--- src/rtl/muldiv_unit_if.sv ---
// muldiv_unit_if: issue/result handshake bundle between a dispatcher and muldiv_unit
interface muldiv_unit_if #(
  parameter int XLEN  = 32,
  parameter int TAG_W = 3
);
  logic             in_valid;
  logic             in_ready;
  logic [2:0]       funct3;
  logic [XLEN-1:0]  rs1_data;
  logic [XLEN-1:0]  rs2_data;
  logic [TAG_W-1:0] in_tag;
  logic             flush;
  logic             out_valid;
  logic             out_ready;
  logic [XLEN-1:0]  out_data;
  logic [TAG_W-1:0] out_tag;
  modport master (
    output in_valid, funct3, rs1_data, rs2_data, in_tag, flush, out_ready,
    input  in_ready, out_valid, out_data, out_tag
  );
  modport slave (
    input  in_valid, funct3, rs1_data, rs2_data, in_tag, flush, out_ready,
    output in_ready, out_valid, out_data, out_tag
  );
endinterface

--- src/rtl/muldiv_unit.sv ---
// muldiv_unit: iterative RV-M unit, radix-8 Booth multiplier plus optional radix-2 divider.
// Define MULDIV_DIV_EN to build the divider; without it funct3 1xx completes in one cycle with 0.
module muldiv_unit #(
  parameter int XLEN  = 32,
  parameter int TAG_W = 3
) (
  input logic          clk,
  input logic          rst,
  muldiv_unit_if.slave bus
);
  localparam int ITER_M = (XLEN + 3) / 3;
  localparam int MB     = 3 * ITER_M;
  localparam int PW     = 2 * XLEN;
  localparam int CW     = $clog2(XLEN + 1);
`ifdef MULDIV_DIV_EN
  typedef enum logic [2:0] {IDLE, MUL, DIV, FIX, DONE} state_t;
`else
  typedef enum logic [2:0] {IDLE, MUL, DONE} state_t;
`endif
  state_t           state, nxt;
  logic [2:0]       op;
  logic [CW-1:0]    cnt;
  logic [PW-1:0]    acc, mcand, m3, ext1, mult, pp, acc_nxt;
  logic [MB:0]      mreg;
  logic [3:0]       dig, mag;
  logic [XLEN-1:0]  out_data, init_data;
  logic [TAG_W-1:0] out_tag;
  logic             accept, ext2, special;
  assign accept        = state == IDLE && bus.in_valid && !bus.flush;
  assign bus.in_ready  = state == IDLE;
  assign bus.out_valid = state == DONE;
  assign bus.out_data  = out_data;
  assign bus.out_tag   = out_tag;
  // rs1 is unsigned only for MULHU; rs2 is signed only for MUL and MULH
  assign ext1 = {{XLEN{bus.funct3 != 3'b011 && bus.rs1_data[XLEN-1]}}, bus.rs1_data};
  assign ext2 = !bus.funct3[1] && bus.rs2_data[XLEN-1];
  // Booth digit from the low 4 bits of the shifting multiplier, then the signed multiple
  always_comb begin
    dig     = 4'({mreg[2], 1'b0}) + 4'(mreg[1]) + 4'(mreg[0]) - 4'({mreg[3], 2'b00});
    mag     = dig[3] ? -dig : dig;
    mult    = mag == 4'd1 ? mcand : mag == 4'd2 ? mcand << 1 : mag == 4'd3 ? m3 :
              mag == 4'd4 ? mcand << 2 : '0;
    pp      = dig[3] ? -mult : mult;
    acc_nxt = acc + pp;
  end
`ifdef MULDIV_DIV_EN
  logic            sgn, n1, n2, div0, ovf, ge, q_neg, r_neg;
  logic [XLEN-1:0] a1, a2, diff, quo, rem, fix_res;
  logic [XLEN:0]   sh;
  // operand magnitudes, special-case detection and restoring-division step
  always_comb begin
    sgn       = !bus.funct3[0];
    n1        = sgn && bus.rs1_data[XLEN-1];
    n2        = sgn && bus.rs2_data[XLEN-1];
    a1        = n1 ? -bus.rs1_data : bus.rs1_data;
    a2        = n2 ? -bus.rs2_data : bus.rs2_data;
    div0      = bus.rs2_data == '0;
    ovf       = sgn && bus.rs1_data == {1'b1, {(XLEN-1){1'b0}}} && &bus.rs2_data;
    special   = div0 || ovf;
    init_data = !bus.funct3[2] ? '0 :
                div0 ? (bus.funct3[1] ? bus.rs1_data : '1) :
                ovf  ? (bus.funct3[1] ? '0 : bus.rs1_data) : '0;
    sh        = acc[PW-1:XLEN-1];
    ge        = sh >= {1'b0, mcand[XLEN-1:0]};
    diff      = sh[XLEN-1:0] - mcand[XLEN-1:0];
    quo       = acc[XLEN-1:0];
    rem       = acc[PW-1:XLEN];
    fix_res   = op[1] ? (r_neg ? -rem : rem) : (q_neg ? -quo : quo);
  end
`else
  assign special   = 1'b1;
  assign init_data = '0;
`endif
  // state register
  always_ff @(posedge clk or negedge rst) begin
    if (!rst) state <= IDLE;
    else      state <= nxt;
  end
  // next state; flush overrides acceptance and completion
  always_comb begin
    nxt = state;
    case (state)
`ifdef MULDIV_DIV_EN
      IDLE: if (accept) nxt = !bus.funct3[2] ? MUL : special ? DONE : DIV;
      DIV:  if (cnt == CW'(XLEN - 1)) nxt = FIX;
      FIX:  nxt = DONE;
`else
      IDLE: if (accept) nxt = bus.funct3[2] && special ? DONE : MUL;
`endif
      MUL:  if (cnt == CW'(ITER_M - 1)) nxt = DONE;
      DONE: if (bus.out_ready) nxt = IDLE;
      default: nxt = IDLE;
    endcase
    if (bus.flush) nxt = IDLE;
  end
  // operand capture, iteration datapath and registered result
  always_ff @(posedge clk or negedge rst) begin
    if (!rst) begin
      op       <= '0;
      cnt      <= '0;
      acc      <= '0;
      mcand    <= '0;
      m3       <= '0;
      mreg     <= '0;
      out_data <= '0;
      out_tag  <= '0;
`ifdef MULDIV_DIV_EN
      q_neg    <= 1'b0;
      r_neg    <= 1'b0;
`endif
    end else if (accept) begin
      op       <= bus.funct3;
      out_tag  <= bus.in_tag;
      out_data <= init_data;
      cnt      <= '0;
      acc      <= '0;
      mcand    <= ext1;
      m3       <= ext1 + (ext1 << 1);
      mreg     <= {{(MB - XLEN){ext2}}, bus.rs2_data, 1'b0};
`ifdef MULDIV_DIV_EN
      q_neg    <= n1 ^ n2;
      r_neg    <= n1;
      if (bus.funct3[2]) begin
        acc   <= PW'(a1);
        mcand <= PW'(a2);
      end
`endif
    end else if (state == MUL) begin
      acc   <= acc_nxt;
      mcand <= mcand << 3;
      m3    <= m3 << 3;
      mreg  <= mreg >> 3;
      cnt   <= cnt + 1'b1;
      if (cnt == CW'(ITER_M - 1)) out_data <= op == 3'b000 ? acc_nxt[XLEN-1:0] : acc_nxt[PW-1:XLEN];
    end
`ifdef MULDIV_DIV_EN
    else if (state == DIV) begin
      acc <= {ge ? diff : sh[XLEN-1:0], acc[XLEN-2:0], ge};
      cnt <= cnt + 1'b1;
    end else if (state == FIX) begin
      out_data <= fix_res;
    end
`endif
  end
endmodule
--- src/flat_wrapper.sv ---
// flat-port wrapper written by rule: the top's interface ports become plain ports
module muldiv_unit_flat 
#(
  parameter int XLEN  = 32,
  parameter int TAG_W = 3
)
  (clk, rst, bus_in_valid, bus_funct3, bus_rs1_data, bus_rs2_data, bus_in_tag, bus_flush, bus_out_ready, bus_in_ready, bus_out_valid, bus_out_data, bus_out_tag);
  muldiv_unit_if #(.XLEN(XLEN), .TAG_W(TAG_W)) bus_i ();
  input logic clk;
  input logic rst;
  input wire logic [$bits(bus_i.in_valid)-1:0] bus_in_valid;
  input wire logic [$bits(bus_i.funct3)-1:0] bus_funct3;
  input wire logic [$bits(bus_i.rs1_data)-1:0] bus_rs1_data;
  input wire logic [$bits(bus_i.rs2_data)-1:0] bus_rs2_data;
  input wire logic [$bits(bus_i.in_tag)-1:0] bus_in_tag;
  input wire logic [$bits(bus_i.flush)-1:0] bus_flush;
  input wire logic [$bits(bus_i.out_ready)-1:0] bus_out_ready;
  output wire logic [$bits(bus_i.in_ready)-1:0] bus_in_ready;
  output wire logic [$bits(bus_i.out_valid)-1:0] bus_out_valid;
  output wire logic [$bits(bus_i.out_data)-1:0] bus_out_data;
  output wire logic [$bits(bus_i.out_tag)-1:0] bus_out_tag;
  assign bus_i.in_valid = bus_in_valid;
  assign bus_i.funct3 = bus_funct3;
  assign bus_i.rs1_data = bus_rs1_data;
  assign bus_i.rs2_data = bus_rs2_data;
  assign bus_i.in_tag = bus_in_tag;
  assign bus_i.flush = bus_flush;
  assign bus_i.out_ready = bus_out_ready;
  assign bus_in_ready = bus_i.in_ready;
  assign bus_out_valid = bus_i.out_valid;
  assign bus_out_data = bus_i.out_data;
  assign bus_out_tag = bus_i.out_tag;
  muldiv_unit #(.XLEN(XLEN), .TAG_W(TAG_W)) u_core (.clk(clk), .rst(rst), .bus(bus_i));
endmodule
--- config.mk ---
export PLATFORM = sky130hd
export DESIGN_NAME = muldiv_unit_flat
export DESIGN_NICKNAME = d
export VERILOG_FILES = /design/src/rtl/muldiv_unit_if.sv /design/src/rtl/muldiv_unit.sv /design/src/flat_wrapper.sv
export SDC_FILE = /design/constraint.sdc
export NUM_CORES = 1
export LEC_CHECK = 0
export ABC_AREA = 1
export CORE_MARGIN = 1
export CORE_UTILIZATION = 54
export DETAILED_ROUTE_END_ITERATION = 12
export PLACE_DENSITY = 0.71
export SLEW_MARGIN = 20
export SYNTH_ARGS = -nofsm -noshare
export SYNTH_HDL_FRONTEND = slang
export SYNTH_SLANG_ARGS = --single-unit
--- constraint.sdc ---
create_clock -name clk -period 14.32 [get_ports clk]
set_input_delay 1.432 -clock clk [delete_from_list [all_inputs] [get_ports clk]]
set_output_delay 1.432 -clock clk [all_outputs]
set_load 0.02 [all_outputs]
# Word-level counts from Yosys, hierarchy flattened
# Index checks and enable logic that the tools add are counted.
[classes]
n_addsub = 8
eq_ne = 11
n_mux = 26
n_reduce_logical = 12
[ops]
columns = ["operator", "n"]
rows = [
  ["$mux W64", 11],
  ["$mux W32", 4],
  ["$mux W34", 2],
  ["$add A64 B64 Y64", 1],
  ["$neg A64 Y64", 1],
  ["$add A33 B34 Y35", 1],
  ["$mux W3", 4],
  ["$mux W6", 2],
  ["$ne A3 B2 Y1 const B", 3],
  ["$pmux W3 S3", 1],
  ["$eq A4 B2 Y1 const B", 2],
  ["$add A6 B1 Y6 const B", 1],
  ["$eq A6 B4 Y1 const B", 1],
  ["$logic_not A3 Y1", 2],
  ["$add A4 B1 Y4", 1],
  ["$eq A4 B1 Y1 const B", 1],
  ["$eq A4 B3 Y1 const B", 1],
  ["$logic_and A1 B1 Y1", 4],
  ["$mux W4", 1],
  ["$neg A4 Y4", 1],
  ["$reduce_bool A2 Y1", 2],
  ["$sub A4 B3 Y4", 1],
  ["$add A2 B1 Y3", 1],
  ["$eq A3 B1 Y1 const B", 1],
  ["other kinds (6)", 7],
]
[word_totals]
register_bits = 273
in_bits = 75
out_inout_bits = 37

# Logic depth before layout (Yosys ltp)
# Gate-level depths: netlist of run 1.
[depth]
ltp_word = 17
mapped_depth = 42

# Worst setup path before layout of run 1
# Ideal clock, no wire load.
[synth_path]
path_type = "flip-flop to flip-flop"
start = "register u_core.mreg[0]"
end = "register u_core.out_data[26], in the netlist u_core.bus.out_data[26]"
setup_ps = 122
arrival_ps = 4740
required_ps = 14198
setup_slack_ps = 9458
path_stages_with_launch = 33
synth_period_minus_slack_ps = 4862
cell_sequence = "dfrtp_1 ha_1 buf_2 inv_1 ha_1 inv_1 nand3_2 nand2_4 inv_4 buf_2 nand3_1 nand4_1 nor2_1 nand3_2 nor2_4 nand2_2 nor3_4 nand3_1 nand2_1 xnor2_1 inv_1 ha_1 nand2_1 nor2_1 inv_1 nor4_1 nand3_1 nand3_1 nand3_1 nand2_1 xnor2_1 nand2_1 a32o_1"
[synth_via]
elab_chain_cells = 16
word_cells_on_any_way = 19
classes_between = "add/sub (5); eq/ne (4); mux (10)"
[synth_rtl]
columns = ["item", "line_no", "source"]
rows = [
  ["start: declaration", "muldiv_unit.sv:24", "logic [MB:0] mreg;"],
  ["start signal: assignment", "muldiv_unit.sv:119", "mreg <= {{(MB - XLEN){ext2}}, bus.rs2_data, 1'b0};"],
  ["start signal: assignment", "muldiv_unit.sv:132", "mreg <= mreg >> 3;"],
  ["$add A4 B1 Y4 (*)", "muldiv_unit.sv:39", "dig = 4'({mreg[2], 1'b0}) + 4'(mreg[1]) + 4'(mreg[0]) - 4'({mreg[3], 2'b00});"],
  ["$sub A4 B3 Y4 (*)", "muldiv_unit.sv:39", ""],
  ["$neg A4 Y4", "muldiv_unit.sv:40", "mag = dig[3] ? -dig : dig;"],
  ["$mux W4", "muldiv_unit.sv:40", ""],
  ["$eq A4 B3 Y1", "muldiv_unit.sv:42", "mag == 4'd4 ? mcand << 2 : '0;"],
  ["$mux W64", "muldiv_unit.sv:42", ""],
  ["$mux W64 (3 in series)", "muldiv_unit.sv:41", "mult = mag == 4'd1 ? mcand : mag == 4'd2 ? mcand << 1 : mag == 4'd3 ? m3 :"],
  ["$neg A64 Y64", "muldiv_unit.sv:43", "pp = dig[3] ? -mult : mult;"],
  ["$mux W64 (*)", "muldiv_unit.sv:43", ""],
  ["$add A64 B64 Y64 (*)", "muldiv_unit.sv:44", "acc_nxt = acc + pp;"],
  ["$mux W32 (*) (2 in series)", "muldiv_unit.sv:134", "if (cnt == CW'(ITER_M - 1)) out_data <= op == 3'b000 ? acc_nxt[XLEN-1:0] : acc_nxt[PW-1:XLEN];"],
  ["$mux W32 (*)", "muldiv_unit.sv:128", "end else if (state == MUL) begin"],
  ["$mux W32 (*)", "muldiv_unit.sv:111", "end else if (accept) begin"],
  ["end signal: assignment", "muldiv_unit.sv:114", "out_data <= init_data;"],
  ["end signal: assignment", "muldiv_unit.sv:134", ""],
  ["end: declaration", "muldiv_unit.sv:26", "logic [XLEN-1:0] out_data, init_data;"],
]
# Every way passes the cells marked *; elsewhere a longest branch is shown, timed or not. The select of a mux whose other input is x is not followed.
# A chain may end at the register's enable or synchronous reset.

# Worst setup path in the final report of run 1
[layout_path]
start = "register u_core.mreg[0]"
end = "register u_core.out_data[29], in the netlist u_core.bus.out_data[29]"
# Same word-level chain as after synthesis.

==> results.tsv, run 1 <==
metric	value	unit
dpl hpwl	55200	µm
level count of the clock H-tree	1	
instance count along the most critical hold path	2	
Residual DRC	0	
CTS Hold Bufs	0	
Worst setup SP type	register	
residual overflow from global routing	0	
violation count after the first detailed-routing iteration	2527	
Bufs on Longest Clock Path	3	
Cell variety after synth	60	
area added between synthesis and finish	11.2	%
placer's final routability congestion estimate	1.02	
worst hold-check slack	0.476	ns
setup bufs post-CTS	0	
layout filler cell count	3604	
startpoint of the worst hold path	u_core.bus.out_data[6]$_DFFE_PN0P_	
critical path's largest stage delay	0.72	ns
top cells by area, synth	dfrtp_1 (32%), nand2_1 (11%), ha_1 (6.6%), inv_1 (6.2%), nand3_1 (4.9%)	
worst setup path class	register to register	
worst flop-to-flop path startpoint	u_core.mreg[0]$_DFFE_PN0P_	
pin count of the biggest net entering global routing	163	
share of synthesized area occupied by flip-flops and latches	0.320	
endpoint type of the worst setup path	register	
share of synthesized registers carrying an async set or reset	1.00	
aggregate negative setup slack	0	ns
overall routing resource usage	0.360	
floorplan row count	72	
Post-Place Cells	3486	
number of nets still failing antenna checks after routing	0	
clock period minus worst slack	8.08	ns
I/O pin count	112	
DIE HEIGHT	200	µm
max-capacitance violation count	0	
antenna violations before repair	0	
insertion delay of the later-clocked pin in the worst-skew pair	0.60	ns
wire length of the first global-routing pass	116000	µm
number of instances in the synthesized netlist	2976	
core area	38600	µm²
Final Max Slew Viols	0	
result of the run	finished clean	
total wire length after detailed routing	72500	µm
critical path startpoint	u_core.mreg[0]$_DFFE_PN0P_	
Die W	200	µm
die area	40100	µm²
worst reg2reg path depth	35	
Worst R2R End	u_core.bus.out_data[29]$_DFFE_PN0P_	
mean routed wirelength per cell	20.5	µm
Tightest Hold Check Type	register to register	
Period Utilization, post-route	0.564	
Critical Path Most Common Cell	nand2_1	
CTS resizes	0	
synthesized flop and latch total	271	
initial core utilization	0.549	
worst clock skew	0.0244	ns
final core area utilization	0.610	
slowest cell on the critical path	inv_2	
root buf cell	clkbuf_16	
final standard cell count with taps included and fillers excluded	3537	
DR vias/cell	6.13	
slew at the pin closest to its max-slew limit	1.01	ns
total number of yosys warnings	0	
critical path required time	14.80	ns
Final Hold Viols	0	
normalized max-slew margin	0.324	
antenna diode count	0	
count of flip-flops with a built-in enable after synthesis	0	
Port Buffer Count	111	
post-synth design cell area	21200	µm²
predominant post-synthesis flop cell	dfrtp_1	
Max Fanout on Critical Path	70	
post-synth top area cell	dfrtp_1	
number of global-route vias before repair	21000	
average instance area after synthesis	7.13	µm²
TritonCTS clock tree	done	
clock slew at reported path FFs	0.06	ns
cts bufs inserted	31	
clock sinks	271	
worst hold path endpoint	u_core.bus.out_data[6]$_DFFE_PN0P_	
final setup fails	0	
worst setup slack for register-to-register paths	6.24	ns
number of iterations in the first detailed-routing pass	8	
Net count, final	3190	
Post-Synthesis Net Count	3165	
achievable clock frequency	124	MHz
unrepaired setup endpoints after global routing	no	
share of cells above drive strength 1	0.0590	
fraction of post-synthesis cell area in the top cell type by area	0.320	
total vias in the final route	21700	
Worst EP arrival	8.56	ns
==> stage by stage <==
stage / setup WS [ns] / area, µm²
6_report: 6.24 / 23600
3_3_place_gp: 6.54 / 22500
3_5_place_dp: 6.49 / 22500
4_1_cts: 6.48 / 23600
2_1_floorplan: 9.46 / 21200
5_1_grt: 5.66 / 23600
==> cells in the final DEF, fill, tap and decap left out, types with 17 or more instances in the layout <==
master	instances
nor3_1	26
a21o_1	27
o221ai_1	101
clkbuf_16	31
buf_4	17
a31oi_1	27
clkdlybuf4s50_1	110
o211ai_1	52
nand3_1	208
nand4_1	125
nor2_1	270
xnor2_1	47
dfrtp_1	271
xor2_1	62
o21ai_0	157
inv_1	346
ha_1	112
nor4_1	17
a21oi_1	167
nor2_2	38
nand2_1	637
==> kinds of logic (layout without fill, tap and decap cells) <==
kind of cell | count (synthesis) | in the layout | share of synthesized area
adders and majority gates | 114 | 114 | 0.0680
buffers and inverters | 505 | 548 | 0.0958
and+or+nand+nor | 1381 | 1381 | 0.292
xor gates and xnor gates | 109 | 109 | 0.0450
DFF | 271 | 271 | 0.320
AOI/OAI and AO/OA | 596 | 596 | 0.179
==> critical path: cells and delay by family (launching register included) <==
| family | cells | cell delay (ns) |
|---|---|---|
| buffers and inverters | 6 | 1.91 |
| adder cells (fa/ha/maj) | 3 | 1.20 |
| AND/OR/NAND/NOR | 24 | 3.81 |
| flip-flops | 1 | 0.38 |
| XOR/XNOR | 2 | 0.56 |
==> layout make-up <==
cell class,count,area (µm²),share of cell area
Multi-Input combinational cell,2200,12400,0.527
Sequential cell,271,6780,0.288
Inverter,367,1380,0.0586
Timing Repair Buffer,130,1270,0.0541
Clock buffer,38,852,0.0361
Tap cell,518,648,0.0275
Clock inverter,13,206,0.00876
==> how the worst max path moves through the flow <==
stage / end / slack [ns] / cells after the start
2_1_floorplan: u_core.bus.out_data[26]$_DFFE_PN0P_ / 9.46 / 32
3_3_place_gp: u_core.bus.out_data[29]$_DFFE_PN0P_ / 6.54 / 35
3_5_place_dp: u_core.bus.out_data[29]$_DFFE_PN0P_ / 6.49 / 35
4_1_cts: u_core.bus.out_data[29]$_DFFE_PN0P_ / 6.48 / 35
5_1_grt: u_core.bus.out_data[29]$_DFFE_PN0P_ / 5.66 / 35
6_report: u_core.bus.out_data[29]$_DFFE_PN0P_ / 6.24 / 35
==> routing by layer <==
metal	part of all wire	track usage
met1	0.42	0.486
met5	0	0
met4	0.045	0.151
met3	0.067	0.0363
met2	0.47	0.590
==> registers in the layout, summed over array words and instances, names as in the netlist <==
name and count:
u_core.acc 64, u_core.mcand 63, u_core.op 3, u_core.cnt 6, u_core.m3 64, u_core.bus.out_data 32
u_core.bus.out_tag 3, u_core.mreg 34, u_core.state 2
==> cell usage after synthesis, types with 6 or more instances <==
library cell / n
clkbuf_1: 81
ha_1: 112
xnor2_1: 47
buf_6: 11
nand2_1: 639
nand3_1: 209
buf_1: 15
o211ai_1: 52
nor2_4: 7
dfrtp_1: 271
a21oi_1: 167
nor4_1: 17
o22ai_1: 6
nor2_1: 272
inv_2: 14
a32o_1: 8
a21o_1: 27
o21ai_0: 157
o221ai_1: 101
nand2_2: 13
o31ai_1: 7
a22o_1: 10
nor3_1: 27
nand3_2: 8
nor2_2: 37
a31oi_1: 27
xor2_1: 62
or2_2: 10
inv_1: 348
o21a_1: 7
buf_2: 26
o21bai_1: 6
nand4_1: 125
Power of run 1 is not shown: default switching activity piles up to over one toggle a cycle in this logic, so the estimate is an artifact.
==> run 2, diff against run 1 <==
--- a/config.mk
+++ b/config.mk
@@ -9,7 +9,7 @@
 export CORE_MARGIN = 1
 export CORE_UTILIZATION = 54
 export DETAILED_ROUTE_END_ITERATION = 12
-export PLACE_DENSITY = 0.71
+export PLACE_DENSITY = 0.74
 export SLEW_MARGIN = 20
 export SYNTH_ARGS = -nofsm -noshare
 export SYNTH_HDL_FRONTEND = slang
==> constraint.sdc (replaced) <==
create_clock -name clk -period 6.8 [get_ports clk]
set_input_delay 0.68 -clock clk [delete_from_list [all_inputs] [get_ports clk]]
set_output_delay 0.68 -clock clk [all_outputs]
set_load 0.02 [all_outputs]
==> results.tsv, run 2 (synthesized netlist as in run 1, its figures left out) <==
metric	value	unit	change
wire length of the first global-routing pass	117000	µm	was 116000 µm
CTS resizes	0		unchanged
core area	38600	µm²	unchanged
Tightest Hold Check Type	primary input to async pin		was register to register
Net count, final	3256		was 3190
normalized max-slew margin	0.299		was 0.324
Max Fanout on Critical Path	58		was 70
worst hold-check slack	0.142	ns	was 0.476 ns
Critical Path Most Common Cell	ha_1		was nand2_1
insertion delay of the later-clocked pin in the worst-skew pair	0.56	ns	was 0.60 ns
mean routed wirelength per cell	20.4	µm	was 20.5 µm
final setup fails	0		unchanged
commonest non-fill, non-tap cells in the layout	nand2_1 (637), inv_1 (346), dfrtp_1 (271)		unchanged
number of nets still failing antenna checks after routing	0		unchanged
sum of buffers and inverters on the critical path	6		unchanged
endpoint type of the worst setup path	register		unchanged
residual overflow from global routing	0		unchanged
initial core utilization	0.549		unchanged
Worst R2R End	u_core.bus.out_data[0]$_DFFE_PN0P_		was u_core.bus.out_data[29]$_DFFE_PN0P_
worst setup slack for register-to-register paths	0.40	ns	was 6.24 ns
slew at the pin closest to its max-slew limit	1.04	ns	was 1.01 ns
cts bufs inserted	34		was 31
violation count after the first detailed-routing iteration	1929		was 2527
worst flop-to-flop path startpoint	u_core.mreg[0]$_DFFE_PN0P_		unchanged
max-capacitance violation count	0		unchanged
antenna diode count	0		unchanged
unrepaired setup endpoints after global routing	no		unchanged
DR vias/cell	6.06		was 6.13
dpl hpwl	56800	µm	was 55200 µm
total wire length after detailed routing	73700	µm	was 72500 µm
most common library cell in the layout ignoring fill and taps	nand2_1		unchanged
worst setup path class	register to register		unchanged
aggregate negative setup slack	0	ns	unchanged
Worst EP arrival	6.83	ns	was 8.56 ns
Residual DRC	0		unchanged
result of the run	finished clean		unchanged
worst reg2reg path depth	31		was 35
critical path's largest stage delay	0.56	ns	was 0.72 ns
achievable clock frequency	156	MHz	was 124 MHz
floorplan row count	72		unchanged
clock slew at reported path FFs	0.06	ns	about the same
area added between synthesis and finish	14.4	%	was 11.2%
Period Utilization, post-route	0.942		was 0.564
Worst setup SP type	register		unchanged
share of cells above drive strength 1	0.0793		was 0.0590
root buf cell	clkbuf_16		unchanged
critical path required time	7.23	ns	was 14.80 ns
overall routing resource usage	0.368		was 0.360
number of iterations in the first detailed-routing pass	8		unchanged
die area	40100	µm²	unchanged
Port Buffer Count	111		unchanged
antenna violations before repair	0		unchanged
Final Hold Viols	0		unchanged
Worst path top cell family by delay	compound AO/OA/AOI/OAI gates		was simple AND/OR/NAND/NOR gates
DIE HEIGHT	200	µm	unchanged
clock sinks	271		unchanged
number of global-route vias before repair	21500		was 21000
Bufs on Longest Clock Path	3		unchanged
slowest cell on the critical path	xnor2_1		was inv_2
placer's final routability congestion estimate	1.01		was 1.02
I/O pin count	112		unchanged
setup bufs post-CTS	0		unchanged
pin count of the biggest net entering global routing	148		was 163
level count of the clock H-tree	2		was 1
total vias in the final route	21900		was 21700
TritonCTS clock tree	done		unchanged
Die W	200	µm	unchanged
clock period minus worst slack	6.40	ns	was 8.08 ns
biggest regs	u_core.acc: 64 flops, u_core.m3: 64 flops, u_core.mcand: 63 flops		unchanged
Final Max Slew Viols	0		unchanged
CTS Hold Bufs	0		unchanged
worst clock skew	0.0226	ns	was 0.0244 ns
-- run 2: cell count changes in the layout (fill, tap and decap cells not counted), moves of 2 or more --
cell and delta:
buf_4 +57, buf_12 +6, clkbuf_1 +4, clkbuf_16 +3, clkbuf_8 +2
-- run 2: per-stage QoR --
step | instances | setup slack (ns) | cell area, µm² | util
5_1_grt | 3608 | 0.0132 | 24300 | 0.628
4_1_cts | 3608 | 0.495 | 24300 | 0.628
3_5_place_dp | 3549 | 0.599 | 23100 | 0.597
3_3_place_gp | 3548 | 0.693 | 23100 | 0.596
6_report | 3608 | 0.397 | 24300 | 0.628
2_1_floorplan | 2976 | 1.94 | 21200 | -
-- run 2: area by class of cell --
class,count,area [µm²]
Inverter,367,1380
Clock buffer,47,970
Clock inverter,12,210
Timing Repair Buffer,193,1840
Fill cell,3528,14400
Multi-Input combinational cell,2200,12400
Tap cell,518,648
Sequential cell,271,6780
-- run 2: how the worst max path moves through the flow --
stage	end	cells past startpoint	from
2_1_floorplan	u_core.bus.out_data[26]$_DFFE_PN0P_	32	u_core.mreg[0]$_DFFE_PN0P_
3_3_place_gp	u_core.bus.out_data[0]$_DFFE_PN0P_	29	u_core.mreg[0]$_DFFE_PN0P_
3_5_place_dp	u_core.bus.out_data[0]$_DFFE_PN0P_	29	u_core.mreg[0]$_DFFE_PN0P_
4_1_cts	u_core.bus.out_data[0]$_DFFE_PN0P_	31	u_core.mreg[0]$_DFFE_PN0P_
5_1_grt	u_core.bus.out_data[0]$_DFFE_PN0P_	31	u_core.mreg[0]$_DFFE_PN0P_
6_report	u_core.bus.out_data[0]$_DFFE_PN0P_	31	u_core.mreg[0]$_DFFE_PN0P_
-- run 2: layer usage --
layer / up-vias / share of wire / global-route usage
met5: - / 0 / 0
met4: 0 / 0.044 / 0.162
met3: 174 / 0.071 / 0.0451
met2: 971 / 0.47 / 0.611
met1: 10400 / 0.42 / 0.481
li1: 10300 / - / -
Power of run 2 is left out for the same reason.
